[src/rtl/div_arbiter_pkg.sv]
// Shared types and constants for the divider arbiter.
package div_arbiter_pkg;

   // Arbiter control states; one divide in flight at a time.
   typedef enum logic [1:0] {
      ST_IDLE  = 2'd0,
      ST_ISSUE = 2'd1,
      ST_BUSY  = 2'd2,
      ST_RESP  = 2'd3
   } state_t;

   // Default watchdog limit for a divide, in BUSY cycles.
   localparam int unsigned DEFAULT_TIMEOUT = 64;

   // Width of the BUSY cycle counter.
   localparam int unsigned CNT_W = 16;

endpackage

[src/rtl/div_arbiter_rr_picker.sv]
// Round-robin picker: first set request at or above the pointer, with wrap.
module rr_picker #(
   parameter int unsigned N  = 4,
   parameter int unsigned IW = $clog2(N)
) (
   input  logic [N-1:0]  i_req,
   input  logic [IW-1:0] i_ptr,
   output logic [N-1:0]  o_grant,
   output logic [IW-1:0] o_idx,
   output logic          o_any
);

   logic [N-1:0] w_rot;
   int unsigned  w_sum;

   // Rotate requests so the pointer lands at bit 0, then take the lowest set bit.
   always_comb begin
      w_rot   = N'({i_req, i_req} >> i_ptr);
      w_sum   = 0;
      o_any   = 1'b0;
      o_idx   = '0;
      o_grant = '0;
      for (int k = 0; k < N; k++) begin
         if (!o_any && w_rot[k]) begin
            o_any = 1'b1;
            w_sum = 32'(i_ptr) + 32'(k);
            if (w_sum >= N) begin
               w_sum = w_sum - N;
            end
            o_idx = IW'(w_sum);
         end
      end
      if (o_any) begin
         o_grant = N'(1) << o_idx;
      end
   end

endmodule

[src/rtl/div_arbiter.sv]
// Arbitrates N requesters onto one shared iterative divider, one divide at a time.
module div_arbiter
   import div_arbiter_pkg::*;
#(
   parameter int unsigned W       = 32,
   parameter int unsigned N       = 4,
   parameter int unsigned TIMEOUT = DEFAULT_TIMEOUT
) (
   input  logic                   clk,
   input  logic                   reset,
   input  logic [N-1:0]           req_valid,
   output logic [N-1:0]           req_ready,
   input  logic [N*W-1:0]         req_left,
   input  logic [N*W-1:0]         req_right,
   output logic                   div_go,
   output logic [W-1:0]           div_left,
   output logic [W-1:0]           div_right,
   input  logic [W-1:0]           div_quotient,
   input  logic [W-1:0]           div_remainder,
   input  logic                   div_done,
   output logic                   resp_valid,
   input  logic                   resp_ready,
   output logic [$clog2(N)-1:0]   resp_id,
   output logic [W-1:0]           resp_quotient,
   output logic [W-1:0]           resp_remainder,
   output logic                   resp_dbz,
   output logic                   resp_err
);

   localparam int unsigned IW = $clog2(N);

   state_t          r_state;
   state_t          w_next;
   logic [IW-1:0]   r_ptr;
   logic [W-1:0]    r_left;
   logic [W-1:0]    r_right;
   logic [CNT_W-1:0] r_cnt;
   logic [IW-1:0]   r_id;
   logic [W-1:0]    r_q;
   logic [W-1:0]    r_r;
   logic            r_dbz;
   logic            r_err;

   logic [N-1:0]    w_grant;
   logic [IW-1:0]   w_idx;
   logic            w_any;
   logic            w_accept;
   logic [N-1:0]    w_ready;
   logic            w_timeout;
   logic [IW-1:0]   w_ptr_next;
   logic [W-1:0]    w_left_arr  [N];
   logic [W-1:0]    w_right_arr [N];
   logic [W-1:0]    w_sel_left;
   logic [W-1:0]    w_sel_right;

   // Grant selection from the rotating pointer.
   rr_picker #(
      .N  (N),
      .IW (IW)
   ) u_picker (
      .i_req   (req_valid),
      .i_ptr   (r_ptr),
      .o_grant (w_grant),
      .o_idx   (w_idx),
      .o_any   (w_any)
   );

   // Unpack the flattened operand buses into per-requester lanes.
   always_comb begin
      for (int i = 0; i < N; i++) begin
         w_left_arr[i]  = req_left[i*W +: W];
         w_right_arr[i] = req_right[i*W +: W];
      end
   end

   assign w_sel_left  = w_left_arr[w_idx];
   assign w_sel_right = w_right_arr[w_idx];
   assign w_ptr_next  = (w_idx == IW'(N - 1)) ? '0 : w_idx + IW'(1);
   assign w_timeout   = (r_cnt == CNT_W'(TIMEOUT - 1));

   // Next-state and accept decode.
   always_comb begin
      w_next   = r_state;
      w_accept = 1'b0;
      w_ready  = '0;
      case (r_state)
         ST_IDLE: begin
            if (w_any) begin
               w_accept = 1'b1;
               w_ready  = w_grant;
               w_next   = (w_sel_right == '0) ? ST_RESP : ST_ISSUE;
            end
         end
         ST_ISSUE: w_next = ST_BUSY;
         ST_BUSY: begin
            if (div_done || w_timeout) begin
               w_next = ST_RESP;
            end
         end
         ST_RESP: begin
            if (resp_ready) begin
               w_next = ST_IDLE;
            end
         end
         default: w_next = ST_IDLE;
      endcase
   end

   // State register.
   always_ff @(posedge clk) begin
      if (reset) begin
         r_state <= ST_IDLE;
      end else begin
         r_state <= w_next;
      end
   end

   // Operand capture, BUSY watchdog and response payload registers.
   always_ff @(posedge clk) begin
      if (reset) begin
         r_ptr   <= '0;
         r_left  <= '0;
         r_right <= '0;
         r_cnt   <= '0;
         r_id    <= '0;
         r_q     <= '0;
         r_r     <= '0;
         r_dbz   <= 1'b0;
         r_err   <= 1'b0;
      end else begin
         if (w_accept) begin
            r_ptr   <= w_ptr_next;
            r_left  <= w_sel_left;
            r_right <= w_sel_right;
            r_id    <= w_idx;
            if (w_sel_right == '0) begin
               // Divide by zero never reaches the divider.
               r_q   <= '1;
               r_r   <= w_sel_left;
               r_dbz <= 1'b1;
               r_err <= 1'b0;
            end
         end
         if (r_state == ST_ISSUE) begin
            r_cnt <= '0;
         end
         if (r_state == ST_BUSY) begin
            r_cnt <= r_cnt + CNT_W'(1);
            if (div_done) begin
               r_q   <= div_quotient;
               r_r   <= div_remainder;
               r_dbz <= 1'b0;
               r_err <= 1'b0;
            end else if (w_timeout) begin
               r_q   <= '0;
               r_r   <= '0;
               r_dbz <= 1'b0;
               r_err <= 1'b1;
            end
         end
      end
   end

   assign req_ready      = w_ready;
   assign div_go         = (r_state == ST_ISSUE);
   assign div_left       = r_left;
   assign div_right      = r_right;
   assign resp_valid     = (r_state == ST_RESP);
   assign resp_id        = r_id;
   assign resp_quotient  = r_q;
   assign resp_remainder = r_r;
   assign resp_dbz       = r_dbz;
   assign resp_err       = r_err;

endmodule
[config.mk]
export PLATFORM = sky130hd
export DESIGN_NAME = div_arbiter
export DESIGN_NICKNAME = d
export VERILOG_FILES = /design/src/rtl/div_arbiter_pkg.sv /design/src/rtl/div_arbiter_rr_picker.sv /design/src/rtl/div_arbiter.sv
export SDC_FILE = /design/constraint.sdc
export NUM_CORES = 1
export LEC_CHECK = 0
export BUFFER_PORTS_ARGS = -buffer_cell sky130_fd_sc_hd__buf_2
export CAP_MARGIN = 20
export CORE_AREA = 2 2 179 181
export CTS_BUF_LIST = sky130_fd_sc_hd__clkbuf_4
export DETAILED_ROUTE_END_ITERATION = 10
export DIE_AREA = 0 0 181 183
export PLACE_DENSITY = 0.49
export SLEW_MARGIN = 20
export SYNTH_ARGS = -nofsm -noshare
export SYNTH_HDL_FRONTEND = slang
export SYNTH_HIERARCHICAL = 1
export SYNTH_SLANG_ARGS = --single-unit
[constraint.sdc]
create_clock -name clk -period 4.02 [get_ports clk]
set_input_delay 0.201 -clock clk [delete_from_list [all_inputs] [get_ports clk]]
set_output_delay 0.201 -clock clk [all_outputs]
set_load 0.005 [all_outputs]
* After elaboration in Yosys (flattened, before gate mapping)
Index checks and enable logic that the tools add are counted.
Storage, ports and cells: memory bits (writable) 0, output and inout port bits 138, memory bits (read-only) 0, memories 0, latch bits 0, logic and storage cells 96, bits in registers 152
Operators by class: shifts and indexed selects 2, divide/modulo/power cells 0, equality and inequality tests 8, bitwise operators 1, reduce and logical (&&, ||, !) cells 11, multipliers 0, magnitude comparators 5, add/subtract/negate cells 9, muxes and demuxes 50
Operators with widths (number):
- 32-bit two-way mux | 14
- 32-bit binary-select mux with 2-bit select | 2
- 32-bit zero test | 1
- 16-bit two-way mux | 2
- 2-bit two-way mux | 13
- 16-bit by 1-bit adder with 16-bit output (second input constant) | 1
- 16-bit by 6-bit == test with 1-bit output (second input constant) | 1
- 1-bit two-way mux | 16
- 3-bit greater-or-equal comparator (second input constant) | 4
- 4-bit two-way mux | 2
- 2-bit case mux with 4 select lines | 1
- 8-bit by 2-bit >> shifter with 4-bit output | 1
- 2-bit by 1-bit subtractor with 2-bit output (second input constant) | 4
- 2-bit by 2-bit adder with 3-bit output (second input constant) | 2
- 2-bit == test (second input constant) | 3
- 2-bit by 1-bit != test with 1-bit output (second input constant) | 2
- 1-bit by 2-bit left shift with 4-bit output (first input constant) | 1
- 2-bit by 1-bit adder with 3-bit output (second input constant) | 1
- 2-bit by 3-bit greater-or-equal comparator with 1-bit output (second input constant) | 1
- 1-bit logical AND | 3
- 1-bit zero test | 3
- 2-bit inverter with 3-bit output | 1
- 3-bit AND reduction | 1
- 2-bit by 1-bit adder with 2-bit output (second input constant) | 1
- 5 further kinds | 5

* Longest topological paths before layout
depth after elaboration 21, gate-level depth with buffers 14, mapped depth without buffers 9

* By module
The synthesis kept the hierarchy.
Modules (own cells, without submodules):
- div_arbiter | seq. area each 3042.9 um^2, times used 1, cells each 744, area an instance 7508.5 um^2
- rr_picker | seq. area each 0.0 um^2, times used 1, cells each 32, area an instance 182.7 um^2

* Worst setup path after synthesis
Ideal clock, no wire load.
path kind reg-to-reg, from register r_ptr[0], to register r_r[15] (netlist: resp_remainder[15]), data arrival time 3.242 ns, cell stages (with the launch flop) 14, buffers on the path 4, library setup time 0.128 ns, data required time 3.892 ns, setup slack 0.650 ns, path through dfxtp_1 > nand2b_2 > a21oi_1 > a211oi_2 > buf_6 > buf_2 > mux4_2 > nor4_1 > nand2_1 > nor4_4 > and2_1 > buf_4 > buf_6 > a211oi_1
Between the ends: word-level cells in the longest chain between the ends 21, elaborated cells on any way between the ends 45, classes of those cells 7 x add/sub; 4 x order compare; 1 x shift; 25 x mux; 1 x bitwise; 7 x reduce/logical
Ends and longest elaborated chain:
- from (decl) | RTL line div_arbiter.sv:34 | logic [IW-1:0] r_ptr;
- from (signal assigned) | RTL line div_arbiter.sv:132 | r_ptr <= w_ptr_next;
- parallel branches: the longest is 10 deep, another holds 2-bit by 1-bit adder with 3-bit output
- 2-bit two-way mux (*) | RTL line div_arbiter_rr_picker.sv:24 | if (!o_any && w_rot[k]) begin
- net w_idx[0] | RTL line div_arbiter.sv:45 | logic [IW-1:0] w_idx;
- 2-bit inverter with 3-bit output (not written as such) (*) | RTL line div_arbiter.sv:76, div_arbiter.sv:77
- 32-bit binary-select mux with 2-bit select | RTL line div_arbiter.sv:77 | assign w_sel_right = w_right_arr[w_idx];
- 32-bit two-way mux (not written as such) (2 in a row) | RTL line div_arbiter.sv:77
- 32-bit zero test | RTL line div_arbiter.sv:136 | if (w_sel_right == '0) begin
- 32-bit two-way mux (*) | RTL line div_arbiter.sv:136
- 32-bit two-way mux (*) | RTL line div_arbiter.sv:131 | if (w_accept) begin
- 32-bit two-way mux | RTL line div_arbiter.sv:154 | end else if (w_timeout) begin
- 32-bit two-way mux | RTL line div_arbiter.sv:149 | if (div_done) begin
- 32-bit two-way mux (*) | RTL line div_arbiter.sv:147 | if (r_state == ST_BUSY) begin
- to (signal assigned) | RTL line div_arbiter.sv:139 | r_r <= w_sel_left;
- to (signal assigned) | RTL line div_arbiter.sv:151 | r_r <= div_remainder;
- to (decl) | RTL line div_arbiter.sv:40 | logic [W-1:0] r_r;
Mark *: on every way through the listed nets, which the timed path passes. The select of a mux whose other input is x is not followed. A chain may end at the register's enable or synchronous reset.

* Worst setup path in the final report
from register r_ptr[0], to register r_q[24] (netlist: resp_quotient[24])
Between the ends: word-level cells in the longest chain between the ends 21, elaborated cells on any way between the ends 42, classes of those cells 7 x add/sub; 4 x order compare; 1 x shift; 22 x mux; 1 x bitwise; 7 x reduce/logical
Ends and longest elaborated chain:
- parallel branches: the longest is 10 deep, another holds 2-bit by 1-bit adder with 3-bit output
- 2-bit two-way mux (*) | RTL line div_arbiter_rr_picker.sv:24
- net w_idx[0] | RTL line div_arbiter.sv:45
- 2-bit inverter with 3-bit output (not written as such) (*) | RTL line div_arbiter.sv:77
- 32-bit binary-select mux with 2-bit select (*) | RTL line div_arbiter.sv:77
- 32-bit two-way mux (not written as such) (*) (2 in a row) | RTL line div_arbiter.sv:77
- 32-bit zero test (*) | RTL line div_arbiter.sv:136
- 32-bit two-way mux (*) | RTL line div_arbiter.sv:136
- 32-bit two-way mux (*) | RTL line div_arbiter.sv:131
- 32-bit two-way mux | RTL line div_arbiter.sv:154
- 32-bit two-way mux | RTL line div_arbiter.sv:149
- 32-bit two-way mux (*) | RTL line div_arbiter.sv:147
- to (signal assigned) | RTL line div_arbiter.sv:150 | r_q <= div_quotient;
- to (decl) | RTL line div_arbiter.sv:39 | logic [W-1:0] r_q;
Marks and branches as above.

==> results by group <==
Drt
  – ANT nets after route: 0
  – Vias: 8413
  – Met2 wire length: 18.3 mm
  – DR WL met3: 2.71 mm
  – Drt via density: 4.97
  – Post-route DRC violation count: 0
  – Drt pass-1 iters: 5
  – Iteration-0 DRC Markers: 415
  – WL final: 35.7 mm
  – Routed len/inst: 21.1 µm
  – Top sig layer: met5
  – Met1 wire length: 13.5 mm

CTS
  – Post-CTS Resized: 0
  – Num CTS Buffers: 17
  – Clk root buf: clkbuf_4
  – H-tree lvl count: 4
  – Clock transition at the registers of the reported paths: 0.17 ns
  – Clk sinks: 152
  – CTS Buffer Depth: 2
  – CTS tree: yes
  – Skew-Pair Late Insertion Delay: 0.60 ns

STA
  – RSZ-0062 raised after global routing: false
  – Setup tns final: 0 ns
  – Min Tclk post-route: 3.79 ns
  – Max Transition Viols Final: 0
  – WHS: 0.0857 ns
  – Slew headroom: 32.8%
  – Tightest Pin Transition: 1.01 ns
  – Max Clock Freq: 0.264 GHz
  – Final Hold Fails: 0
  – Final Setup Violations: 0
  – Fin crit share: 94.4%
  – Clock skew: 0.0443 ns

Layout
  – Filler instances: 3283
  – Multi-input logic area: 4320 µm²
  – Net count of the finished layout: 1606
  – Register area: 3040 µm²
  – Area growth syn-to-layout: 48.5%
  – Share of layout cells above drive strength 1: 45.8%

Global routing
  – Initial antenna violation count: 10
  – Gr usage total: 20.8%
  – Vias in the first global route: 8292
  – Largest net degree at the start of global routing: 85
  – First-pass GRT wire length: 51.3 mm
  – Total global routing overflow: 0

Yosys
  – Post-synth top area share: 39.6%
  – Number of synthesized flops with an enable pin: 0
  – Avg Cell Area, Syn: 9.91 µm²
  – Cell taking the most area after synthesis: dfxtp_1
  – Ys async rst share: 0%
  – Post-synthesis net count: 1110
  – Sequential cell area fraction in the yosys report: 39.6%
  – Yosys reg bits: 152
  – Post-synth cell types: 42
  – Synth area leaders: dfxtp_1 (40%), mux4_2 (19%), a21oi_1 (7.2%), nand2_1 (5.7%), a221o_1 (4.2%)
  – Top FF cell, synth: dfxtp_1
  – Syn Std Cell Area: 7690 µm²
  – Syn Inst Count: 776
  – Yosys synthesis warning count: 6

Worst setup path
  – Crit Path Max Fanout: 32
  – Slowest stage cell, crit path: mux4_2
  – Delay-heaviest family, CP: simple AND/OR/NAND/NOR gates
  – Worst R2R Setup Slack: 0.23 ns
  – Most common cell on crit path: buf_12
  – CP cell instances: nand2b_1, o21ai_1, a211oi_4, buf_12, buf_4, mux4_2, nor4_1, nand4_1, nor4_4, buf_12, and3_1, buf_12, a221o_1
  – Worst Path Arrival: 4.33 ns
  – CP Capture Type: register
  – Critical path data required time: 4.55 ns
  – Worst r2r src: r_ptr[0]
  – Crit path launch type: register
  – CP Launch Point: r_ptr[0]
  – Worst path buffer plus inverter count: 4
  – Setup Crit Path Kind: register to register
  – CP peak stage delay: 0.51 ns

Floorplan
  – Total core area: 31200 µm²
  – Chip width: 181 µm
  – Die area: 33100 µm²
  – Core Rows: 65
  – Ports: 466
  – Die height: 183 µm
  – Initial Utilization: 24.6%

Worst hold path
  – Worst Hold Class: input port to register
  – Hold path start: req_right[101]

Run status
  – Status: complete, no violations

Placement
  – GPL Wtd Cong: 0.893
  – I/O Buffers: 465
  – Detailed placement HPWL: 26.7 mm

Flow run
  – Max-Cap Viols: 0

Power and ir drop
  – P_leak: 0.00508 µW
  – Power density over the cells: 566 nW/µm²
  – Maximum vdd drop: 0.346 mV
## synth_stat cells, types with 8 or more instances
library cell  count
nor2_1           40
mux2i_1          17
and2_1           17
a32oi_1          15
buf_1            10
clkbuf_1         47
nand2_1         117
mux4_2           64
inv_1             9
a221o_1          32
a211oi_1         19
a221oi_1         19
dfxtp_1         152
nor4_1            8
o21ai_1          16
a21oi_1         111
## final cells by class
type                       count  share of cell area, %
tap                          402                   4.40
multi-input combinational    543                   37.8
timing repair buffer         549                   28.2
antenna                        7                  0.153
clock buffer                  17                   1.12
sequential                   152                   26.6
clock inverter                15                   1.39
inverter                       9                  0.296
## layer usage
layer  global-route usage, %  up-vias
met5                       0        -
met3                    5.66       41
met1                    22.7     4030
met4                    8.75        4
li1                        -     3940
met2                    37.9      398
## cells by family after synthesis
group,count (synthesis),share of synthesized area (%)
AO/OA/AOI/OAI,226,19.5
XOR/XNOR,12,1.37
adder cells (fa/ha/maj),6,0.976
buffers and inverters,81,4.91
flip-flops,152,39.6
multiplexers,81,21.0
AND/OR/NAND/NOR,218,12.7
## stage by stage
step	setup slack (ns)	utilization [%]	instances	power, µW	instance area (µm²)
after floorplan	0.650	-	776	4130	7690
after detailed placement	0.139	33.3	1586	5410	10400
final	0.227	36.6	1694	6470	11400
after global routing	0.0378	36.6	1693	6950	11400
after global placement	0.212	33.3	1586	5400	10400
after CTS	0.101	36.4	1684	6520	11400
## worst min-delay path, stage by stage
cell     delay [ns]
buf_2          0.07
mux4_2         0.22
nand2_1        0.05
a21oi_1        0.10
## registers in the layout, indices dropped and copies added, names as in the netlist
register and cells:
r_cnt 16, resp_dbz 1, resp_quotient 32, r_state 2
resp_remainder 32, r_ptr 2, div_left 32, div_right 32
resp_err 1, resp_id 2
## path summary, 6_finish.rpt
check                                          to  cells past startpoint
worst max-delay path            resp_quotient[24]                     13
worst min-delay path                 div_right[5]                      4
worst max register to register  resp_quotient[24]                     13
worst min register to register       div_left[29]                      2
## cells in the final DEF, fill, tap and decap left out, types with 3 or more instances in the layout
cell type	netlist	layout
inv_8	0	3
a211oi_1	19	19
dlygate4sd3_1	0	66
inv_1	9	9
inv_6	0	6
diode_2	0	7
a221oi_1	19	19
buf_4	7	12
mux2i_1	17	17
nor3_1	7	7
buf_12	0	6
a32oi_1	15	15
a21oi_1	111	109
o21ai_1	16	16
xor2_1	7	7
nor4_1	8	8
nand4_1	5	5
nand2_1	117	116
or3_1	3	3
clkbuf_4	0	17
a221o_1	32	32
buf_2	2	464
ha_1	6	6
and3_1	6	6
xnor2_1	5	5
nor2_1	40	39
mux4_2	64	64
and2_1	17	16
nand3_1	5	5
dfxtp_1	152	152
nor2b_1	3	3
o21ai_0	5	5
## report_power, final
part | switching [µW] | internal [µW]
Combinational | 1890 | 1480
Clock | 695 | 335
Sequential | 204 | 1870
## timing repair
| item | in CTS | in global routing |
|---|---|---|
| hold endpoints to repair | 66 | 0 |
| hold buffers | 66 | 0 |
| setup buffers | 0 | 2 |
| endpoints found under the setup margin | 0 | 56 |
Power figures use the tool's default switching activity.
